**config.mk**
```make
export PLATFORM = sky130hd
export DESIGN_NAME = maze_map_writer
export DESIGN_NICKNAME = d
export VERILOG_FILES = /design/src/rtl/maze_pkg.sv /design/src/rtl/lfsr16.sv /design/src/rtl/maze_map_writer.sv
export SDC_FILE = /design/constraint.sdc
export NUM_CORES = 1
export LEC_CHECK = 0
export BUFFER_PORTS_ARGS = -buffer_cell sky130_fd_sc_hd__buf_2
export CAP_MARGIN = 30
export CORE_MARGIN = 2
export CORE_UTILIZATION = 40
export CTS_CLUSTER_SIZE = 20
export DETAILED_ROUTE_END_ITERATION = 8
export GPL_ROUTABILITY_DRIVEN = 1
export MAX_ROUTING_LAYER = met4
export PLACE_DENSITY = 0.61
export SYNTH_ARGS = -nofsm -noshare
export SYNTH_HDL_FRONTEND = slang
export SYNTH_SLANG_ARGS = --single-unit
export TNS_END_PERCENT = 100
```
**constraint.sdc**
```tcl
create_clock -name clk -period 8.3 [get_ports clk]
set_clock_uncertainty 0.2 [all_clocks]
set_input_delay 0.83 -clock clk [delete_from_list [all_inputs] [get_ports clk]]
set_output_delay 0.83 -clock clk [all_outputs]
set_load 0.05 [all_outputs]
```
**src/rtl/maze_pkg.sv**
```systemverilog
// maze_pkg: shared map geometry, FSM/move encodings and the LFSR step for the maze generator.
package maze_pkg;
  localparam int MAP_WIDTH = 30;
  localparam int MAP_HEIGHT = 21;
  localparam int ADDR_W = $clog2(MAP_HEIGHT);
  localparam int X_W = $clog2(MAP_WIDTH);
  localparam int START_X = 0;
  localparam int START_Y = 11;
  localparam logic [1:0] MOVE_UP = 2'b00;
  localparam logic [1:0] MOVE_DOWN = 2'b01;
  typedef enum logic [4:0] {
    IDLE  = 5'b00001,
    CLEAR = 5'b00010,
    CARVE = 5'b00100,
    STEP  = 5'b01000,
    DONE  = 5'b10000
  } state_t;
  // Fibonacci x^16+x^14+x^13+x^11+1, shifting left with feedback into bit 0
  function automatic logic [15:0] lfsr_next(input logic [15:0] s);
    return {s[14:0], s[15] ^ s[13] ^ s[12] ^ s[10]};
  endfunction
  function automatic logic [1:0] next_move(input logic [15:0] s);
    return 2'(lfsr_next(s));
  endfunction
endpackage

```
**src/rtl/lfsr16.sv**
```systemverilog
// lfsr16: 16-bit Fibonacci LFSR with synchronous load and step enable.
module lfsr16
  import maze_pkg::*;
#(
  parameter logic [15:0] RESET_VAL = 16'hACE1
) (
  input  logic        clk,
  input  logic        reset,
  input  logic        load,
  input  logic [15:0] seed,
  input  logic        advance,
  output logic [15:0] q
);
  always_ff @(posedge clk) begin
    if (!reset) q <= RESET_VAL;
    else if (load) q <= seed;
    else if (advance) q <= lfsr_next(q);
  end
endmodule

```
**src/rtl/maze_map_writer.sv**
```systemverilog
// maze_map_writer: walls every map row, then carves a random walk from spawn to the right edge,
// streaming each touched row word to the map RAM write port.
module maze_map_writer
  import maze_pkg::*;
#(
  parameter int          SPAWN_X      = START_X,
  parameter int          SPAWN_Y      = START_Y,
  parameter int          MAX_STEPS    = 255,
  parameter logic [15:0] DEFAULT_SEED = 16'hACE1
) (
  input  logic                 clk,
  input  logic                 reset,
  input  logic                 start,
  input  logic [15:0]          seed,
  input  logic                 wr_ready,
  output logic                 wr_en,
  output logic [ADDR_W-1:0]    wr_addr,
  output logic [MAP_WIDTH-1:0] wr_data,
  output logic                 busy,
  output logic                 done,
  output logic [7:0]           step_count
);
  localparam logic [7:0] STEP_MAX = 8'(MAX_STEPS);
  localparam logic [X_W-1:0] LAST_X = X_W'(MAP_WIDTH - 1);
  localparam logic [ADDR_W-1:0] LAST_Y = ADDR_W'(MAP_HEIGHT - 1);
  state_t state_q;
  logic [MAP_WIDTH-1:0] shadow_q [MAP_HEIGHT];
  logic [ADDR_W-1:0] row_q, cy_q, cy_d, ty;
  logic [X_W-1:0] cx_q, cx_d, tx;
  logic [7:0] step_q, step_d;
  logic wr_en_q;
  logic [ADDR_W-1:0] wr_addr_q;
  logic [MAP_WIDTH-1:0] wr_data_q, carve_row;
  logic [15:0] lfsr_q;
  logic [1:0] mv;
  logic go_right;
  lfsr16 #(.RESET_VAL(DEFAULT_SEED)) u_lfsr (
    .clk     (clk),
    .reset   (reset),
    .load    (state_q == IDLE && start),
    .seed    (seed == '0 ? DEFAULT_SEED : seed),
    .advance (state_q == STEP),
    .q       (lfsr_q)
  );
  // Next cell is resolved in STEP so the carve write can be registered on the way into CARVE.
  always_comb begin
    mv = next_move(lfsr_q);
    go_right = step_q == STEP_MAX || mv[1] || (mv == MOVE_UP && cy_q == '0) ||
               (mv == MOVE_DOWN && cy_q == LAST_Y);
    cx_d = go_right ? cx_q + 1'b1 : cx_q;
    cy_d = go_right ? cy_q : (mv == MOVE_DOWN ? cy_q + 1'b1 : cy_q - 1'b1);
    step_d = step_q == STEP_MAX ? step_q : step_q + 1'b1;
    tx = state_q == STEP ? cx_d : cx_q;
    ty = state_q == STEP ? cy_d : cy_q;
    carve_row = (state_q == CLEAR ? '1 : shadow_q[ty]) & ~(MAP_WIDTH'(1) << tx);
  end
  always_ff @(posedge clk) begin
    if (!reset) begin
      state_q   <= IDLE;
      wr_en_q   <= 1'b0;
      wr_addr_q <= '0;
      wr_data_q <= '0;
      step_q    <= '0;
      row_q     <= '0;
      cx_q      <= '0;
      cy_q      <= '0;
    end else begin
      case (state_q)
        IDLE: if (start) begin
          state_q   <= CLEAR;
          step_q    <= '0;
          row_q     <= '0;
          cx_q      <= X_W'(SPAWN_X);
          cy_q      <= ADDR_W'(SPAWN_Y);
          wr_en_q   <= 1'b1;
          wr_addr_q <= '0;
          wr_data_q <= '1;
        end
        CLEAR: if (wr_ready) begin
          shadow_q[row_q] <= '1;
          if (row_q == LAST_Y) begin
            state_q          <= CARVE;
            wr_addr_q        <= cy_q;
            wr_data_q        <= carve_row;
            shadow_q[cy_q]   <= carve_row;
          end else begin
            row_q     <= row_q + 1'b1;
            wr_addr_q <= row_q + 1'b1;
          end
        end
        CARVE: if (wr_ready) begin
          wr_en_q <= 1'b0;
          state_q <= cx_q == LAST_X ? DONE : STEP;
        end
        STEP: begin
          state_q        <= CARVE;
          cx_q           <= cx_d;
          cy_q           <= cy_d;
          step_q         <= step_d;
          wr_en_q        <= 1'b1;
          wr_addr_q      <= cy_d;
          wr_data_q      <= carve_row;
          shadow_q[cy_d] <= carve_row;
        end
        DONE: state_q <= IDLE;
        default: state_q <= IDLE;
      endcase
    end
  end
  assign wr_en      = wr_en_q;
  assign wr_addr    = wr_addr_q;
  assign wr_data    = wr_data_q;
  assign busy       = state_q inside {CLEAR, CARVE, STEP};
  assign done       = state_q == DONE;
  assign step_count = step_q;
endmodule

```
==> Word level (Yosys, flattened, before mapping) <==
Memories as Yosys holds them, arrays and structs flattened.
Cells that the tools add are included.
{ "totals": {"regBits": 80, "ramBits": 630, "n_memories": 1} }
{ "classes": {"n_addsub": 5, "eq_ne": 16, "shifts": 1, "muxes": 50, "bitwise_logic": 5, "n_reduce_logical": 23} }
{ "memory_table": {"columns": ["name", "depth", "width", "read_ports", "rd_clocked_by_memory_dff", "wr", "line", "text"], "rows": [
  ["shadow_q", 21, 30, 1, 0, 2, "maze_map_writer.sv:27", "logic [MAP_WIDTH-1:0] shadow_q [MAP_HEIGHT];"]
]} }
{ "ops": {"columns": ["operator", "n"], "rows": [
  ["two-way mux 30 bit", 5],
  ["one-hot mux 30 bit (3 select lines)", 1],
  ["two-way mux 5 bit", 17],
  ["two-way mux 16 bit", 3],
  ["bitwise AND 30 bit", 1],
  ["inverter 30 bit", 1],
  ["one-hot mux 5 bit (2 select lines)", 3],
  ["OR reduction 30 bit", 1],
  ["left shift 1 x 5 -> 30 bit (first input constant)", 1],
  ["equality test 5 bit (second input constant)", 4],
  ["one-hot mux 5 bit (4 select lines)", 1],
  ["logical NOT 16 bit", 1],
  ["two-way mux 8 bit", 2],
  ["one-hot mux 8 bit (2 select lines)", 1],
  ["adder 5 x 1 -> 5 bit (second input constant)", 3],
  ["two-way mux 1 bit", 15],
  ["one-hot mux 5 bit (3 select lines)", 1],
  ["AND reduction 4 bit", 3],
  ["!= test 2 bit (second input constant)", 5],
  ["AND reduction 3 bit", 3],
  ["nonzero test 3 bit", 3],
  ["adder 8 x 1 -> 8 bit (second input constant)", 1],
  ["equality test 8 bit (second input constant)", 1],
  ["nonzero test 2 bit", 3],
  ["14 further kinds", 20]
]} }

==> Longest topological paths before layout <==
{ "depth": {"depth_word": 15, "ltp_mapped": 18} }

==> Cells and area by module <==
From an unflattened synthesis, not the netlist that was laid out.
{ "unflattened": {"cells_unflattened": 4042, "area_unflattened_um2": 41528.6} }
{ "by_module_without_submodules": {"columns": ["mod", "instances", "cells_per_inst", "area_per_inst_um2", "seq_area_each_um2"], "rows": [
  ["maze_map_writer", 1, 3962, 40715.3, 20199.4],
  ["lfsr16", 1, 80, 813.3, 320.3]
]} }

==> Worst setup path after synthesis <==
OpenSTA, ideal clock, no wires.
{ "synth_path": {"path_kind": "register to register", "startpoint": "reg u_lfsr.q[12]", "endpoint": "mem shadow_q[20][0], enable pin", "setup_time_ns": 0.501, "arrival_time_ns": 6.713, "t_required_ns": 7.599, "slack_ns": 0.886, "path_stages_with_launch": 17, "path_buffers": 5, "cell_sequence": "dfxtp_1 > xnor2_2 > xnor2_4 > or2_2 > inv_1 > fa_1 > buf_2 > buf_2 > buf_2 > clkbuf_1 > buf_1 > nor3_1 > a21oi_1 > nand2_1 > o21ai_0 > o2111ai_1 > o41ai_1"} }
{ "synth_lines": {"columns": ["element", "line", "text"], "rows": [
  ["from (decl)", "lfsr16.sv:12", "output logic [15:0] q"],
  ["from (signal assigned)", "lfsr16.sv:17", "else if (advance) q <= lfsr_next(q);"],
  ["to (decl)", "maze_map_writer.sv:27", null]
]} }

==> reports/results.tsv <==
stage	metric	value	unit
global_routing	grt_max_degree	142	
timing	finalHoldViolCount	0	
timing	hold_ws	0.267	ns
logic_synthesis	ys_async_sr_fraction	0	%
floorplan	dieArea	0.0967	mm²
setup_path	worstPathArrival	6.72	ns
timing	max_slew_margin	10.6	%
global_routing	grt_pass1_wl	200	mm
power	pwr-share-seq	42.0	%
floorplan	io-pin-count	66	
logic_synthesis	synth_top_family_by_area	compound AO/OA/AOI/OAI gates	
timing	rsz0062_at_grt	no	
clocking	postCtsHoldBufs	0	
floorplan	die-width	311	µm
routing	avgViaCountPerCell	6.48	
setup_path	cp_slowest_stage_delay	1.46	ns
clocking	cts_buffers	77	
logic_synthesis	ys_warn_count	0	
logic_synthesis	syn_avg_cell_area	10.7	µm²
power	p_clk_share	34.5	%
global_routing	antenna_found_initial	7	
clocking	clock-sinks	710	
timing	fin_crit_sh	79.3	%
logic_synthesis	synth_mux_area_share	8.86	%
clocking	post_cts_buffers	0	
timing	worst_slack	1.71	ns
global_routing	grt-ovfl-total	0	
routing	first_pass_iters	6	
routing	ant_nets	0	
logic_synthesis	yosys.area_share.simple	14.9	%
setup_path	endpoint_kind	flop	
placement	dp_hpwl	80.6	mm
setup_path	cp_max_fo	61	
worst_hold_path	min_path_type	in -> reg	
power	powerDensity	223	mW/mm²
floorplan	core	0.0933	mm²
logic_synthesis	synth_most_common_cell	nand2_1	
floorplan	initial_utilization	40.4	%
setup_path	crit_buf_inv	2	
routing	drtIter0Drc	4256	
floorplan	row_count	112	
clocking	cts-root-buf	clkbuf_16	
logic_synthesis	syn_inst	3507	
floorplan	die_h	311	µm
timing	clock.fmax	152	MHz
finish	drive_gt1_share	17.7	%
logic_synthesis	synth_seq_area_share	54.4	%
power	p_leak	14.6	nW
clocking	clock_latency	0.64	ns
logic_synthesis	syn_area	0.0377	mm²
power	p_comb_share	23.4	%
clocking	htreeDepth	3	
placement	portBuffers	65	
global_routing	grt_pass1_vias	29100	
setup_path	critPathRequiredTime	8.44	ns
setup_path	crit_path_cell_trace	clkinv_1 > fa_4 > buf_4 > mux2_2 > o32a_1 > o211a_1 > nor4_1 > nand3_1 > a22oi_2 > nand2_1	
clocking	path_clk_slew	0.06	ns
logic_synthesis	synth-main-ff-cell	edfxtp_1	
logic_synthesis	synth-seq-cells	710	
job	cap_violations	0	
logic_synthesis	synth_compound_area_share	15.9	%
routing	route.vias.total	30800	
setup_path	crit_type	reg -> reg	
power	peakVddDrop	0.000209	V
logic_synthesis	synth_xor_area_share	0.438	%
timing	setup_viol	0	
placement	gp_congestion	0.899	
placement	place_ws	1.80	ns
logic_synthesis	synth_cell_types	88	
logic_synthesis	synth_fp_nets	3537	
logic_synthesis	synth_largest_area_cell	edfxtp_1	
power	intPower	6.33	mW
power	p_sw_share	32.7	%
logic_synthesis	synth_edf_count	630	
routing	wl_per_cell	29.2	µm
logic_synthesis	yosys-top-cells-area	edfxtp_1 (50%), nand2_1 (6.9%), dfxtp_1 (4.2%)	
clocking	cts_tree	built	
timing	fin_tns_setup	0	ns
setup_path	cp-start-kind	flop	
logic_synthesis	synth_fa_ha_area_share	0.352	%
finish	fillers	8626	
timing	worstMarginPinSlew	1.34	ns
finish	nNetsFinal	3460	
setup_path	critPathTopFamily	adder cells	
logic_synthesis	synth_common_cells	nand2_1 (692), edfxtp_1 (630), nor2_1 (241)	
power	p_sw	3.08	mW
logic_synthesis	synth.top_cell.area_share	50.2	%
finish	syn2layout_area_growth	12.0	%
timing	slew_viol_final	0	
clocking	cts_resized	0	
global_routing	track_usage	28.8	%
run_status	status	finished, final reports clean	
routing	drcViolationCount	0	
setup_path	slowest_stage	fa_4	
clocking	cts_buffer_depth	3	
timing	period_needed	6.59	ns
routing	drt_wl_total	139	mm
-- cells in the final DEF (no fill, tap or decap), drive strengths merged, types with 68 or more instances in the layout --
cell    netlist  routed
nor2        242     242
dfxtp        80      80
a21oi       166     166
o21ai        99      99
a211oi       77      77
edfxtp      630     630
inv          98     103
nand2       695     695
nand3       158     158
mux4         68      68
mux2        105     105
buf         167     199
clkbuf      188     105
o22ai        89      89
-- worst register-to-register path: cells and delay by family (launching register included) --
family / cells / cell delay (ns)
AO/OA/AOI/OAI: 3 / 1.37
adder cells (fa/ha/maj): 1 / 1.47
buffers and inverters: 2 / 1.31
flip-flops: 1 / 0.83
multiplexers: 1 / 0.47
AND/OR/NAND/NOR: 3 / 0.66
-- sequential cells by signal, indices dropped and copies added, names as in the netlist --
signal,cells
cx_q,5
wr_data,30
wr_en,1
cy_q,5
shadow_q,630
u_lfsr.q,16
row_q,5
state_q,5
step_count,8
wr_addr,5
-- routing by layer --
| metal | vias to the layer above | routed length, µm | GRT usage (%) |
|---|---|---|---|
| met4 | 0 | 6740 | 13.7 |
| met2 | 2180 | 62100 | 42.3 |
| met3 | 430 | 16900 | 6.99 |
| li1 | 13000 | - | - |
| met5 | - | 0 | - |
| met1 | 15200 | 53300 | 37.5 |
-- metrics by stage --
| step | power, mW | instances | area, µm² | util, % |
|---|---|---|---|---|
| 4_1_cts | 9.38 | 4741 | 42100 | 45.1 |
| 6_report | 9.42 | 4753 | 42200 | 45.2 |
| 5_1_grt | 9.69 | 4750 | 42200 | 45.2 |
| 3_3_place_gp | 6.15 | 4593 | 39700 | 42.5 |
| 2_1_floorplan | 5.54 | 3507 | 37700 | - |
| 3_5_place_dp | 6.17 | 4600 | 39800 | 42.7 |
-- layout make-up --
type	instances	area, µm²	share of cell area (%)
antenna	7	17.5	0.0415
tap	1254	1570	3.72
sequential	710	20500	48.6
clock inverter	36	226	0.536
clock buffer	105	2080	4.93
multi-input combinational	2343	15900	37.7
timing repair buffer	199	1500	3.54
inverter	99	372	0.880
-- power groups by stage --
| stage | clock network (mW) | registers [mW] | logic (mW) |
|---|---|---|---|
| global route | 3.41 | 3.96 | 2.31 |
| floorplan | 0 | 4.10 | 1.44 |
| detailed placement | 0 | 4.03 | 2.14 |
| global placement | 0 | 4.03 | 2.12 |
| finish | 3.25 | 3.96 | 2.21 |
| CTS | 3.27 | 3.96 | 2.14 |
-- worst paths after layout --
check | startpoint | end | slack (ns) | cells past startpoint
setup reg to reg | cy_q[0] | shadow_q[12][14] | 1.71 | 10
hold reg to reg | u_lfsr.q[5] | u_lfsr.q[5] | 0.28 | 2
setup / recovery | cy_q[0] | shadow_q[12][14] | 1.71 | 10
hold / removal | seed[4] | u_lfsr.q[4] | 0.27 | 3
-- cells by family after synthesis --
| kind of cell | count (synthesis) |
|---|---|
| mux | 234 |
| buf+inv | 454 |
| simple gates | 1267 |
| flops | 710 |
| fa+ha+maj | 10 |
| xor+xnor | 15 |
| compound gates | 817 |
Power figures use the tool's default switching activity.
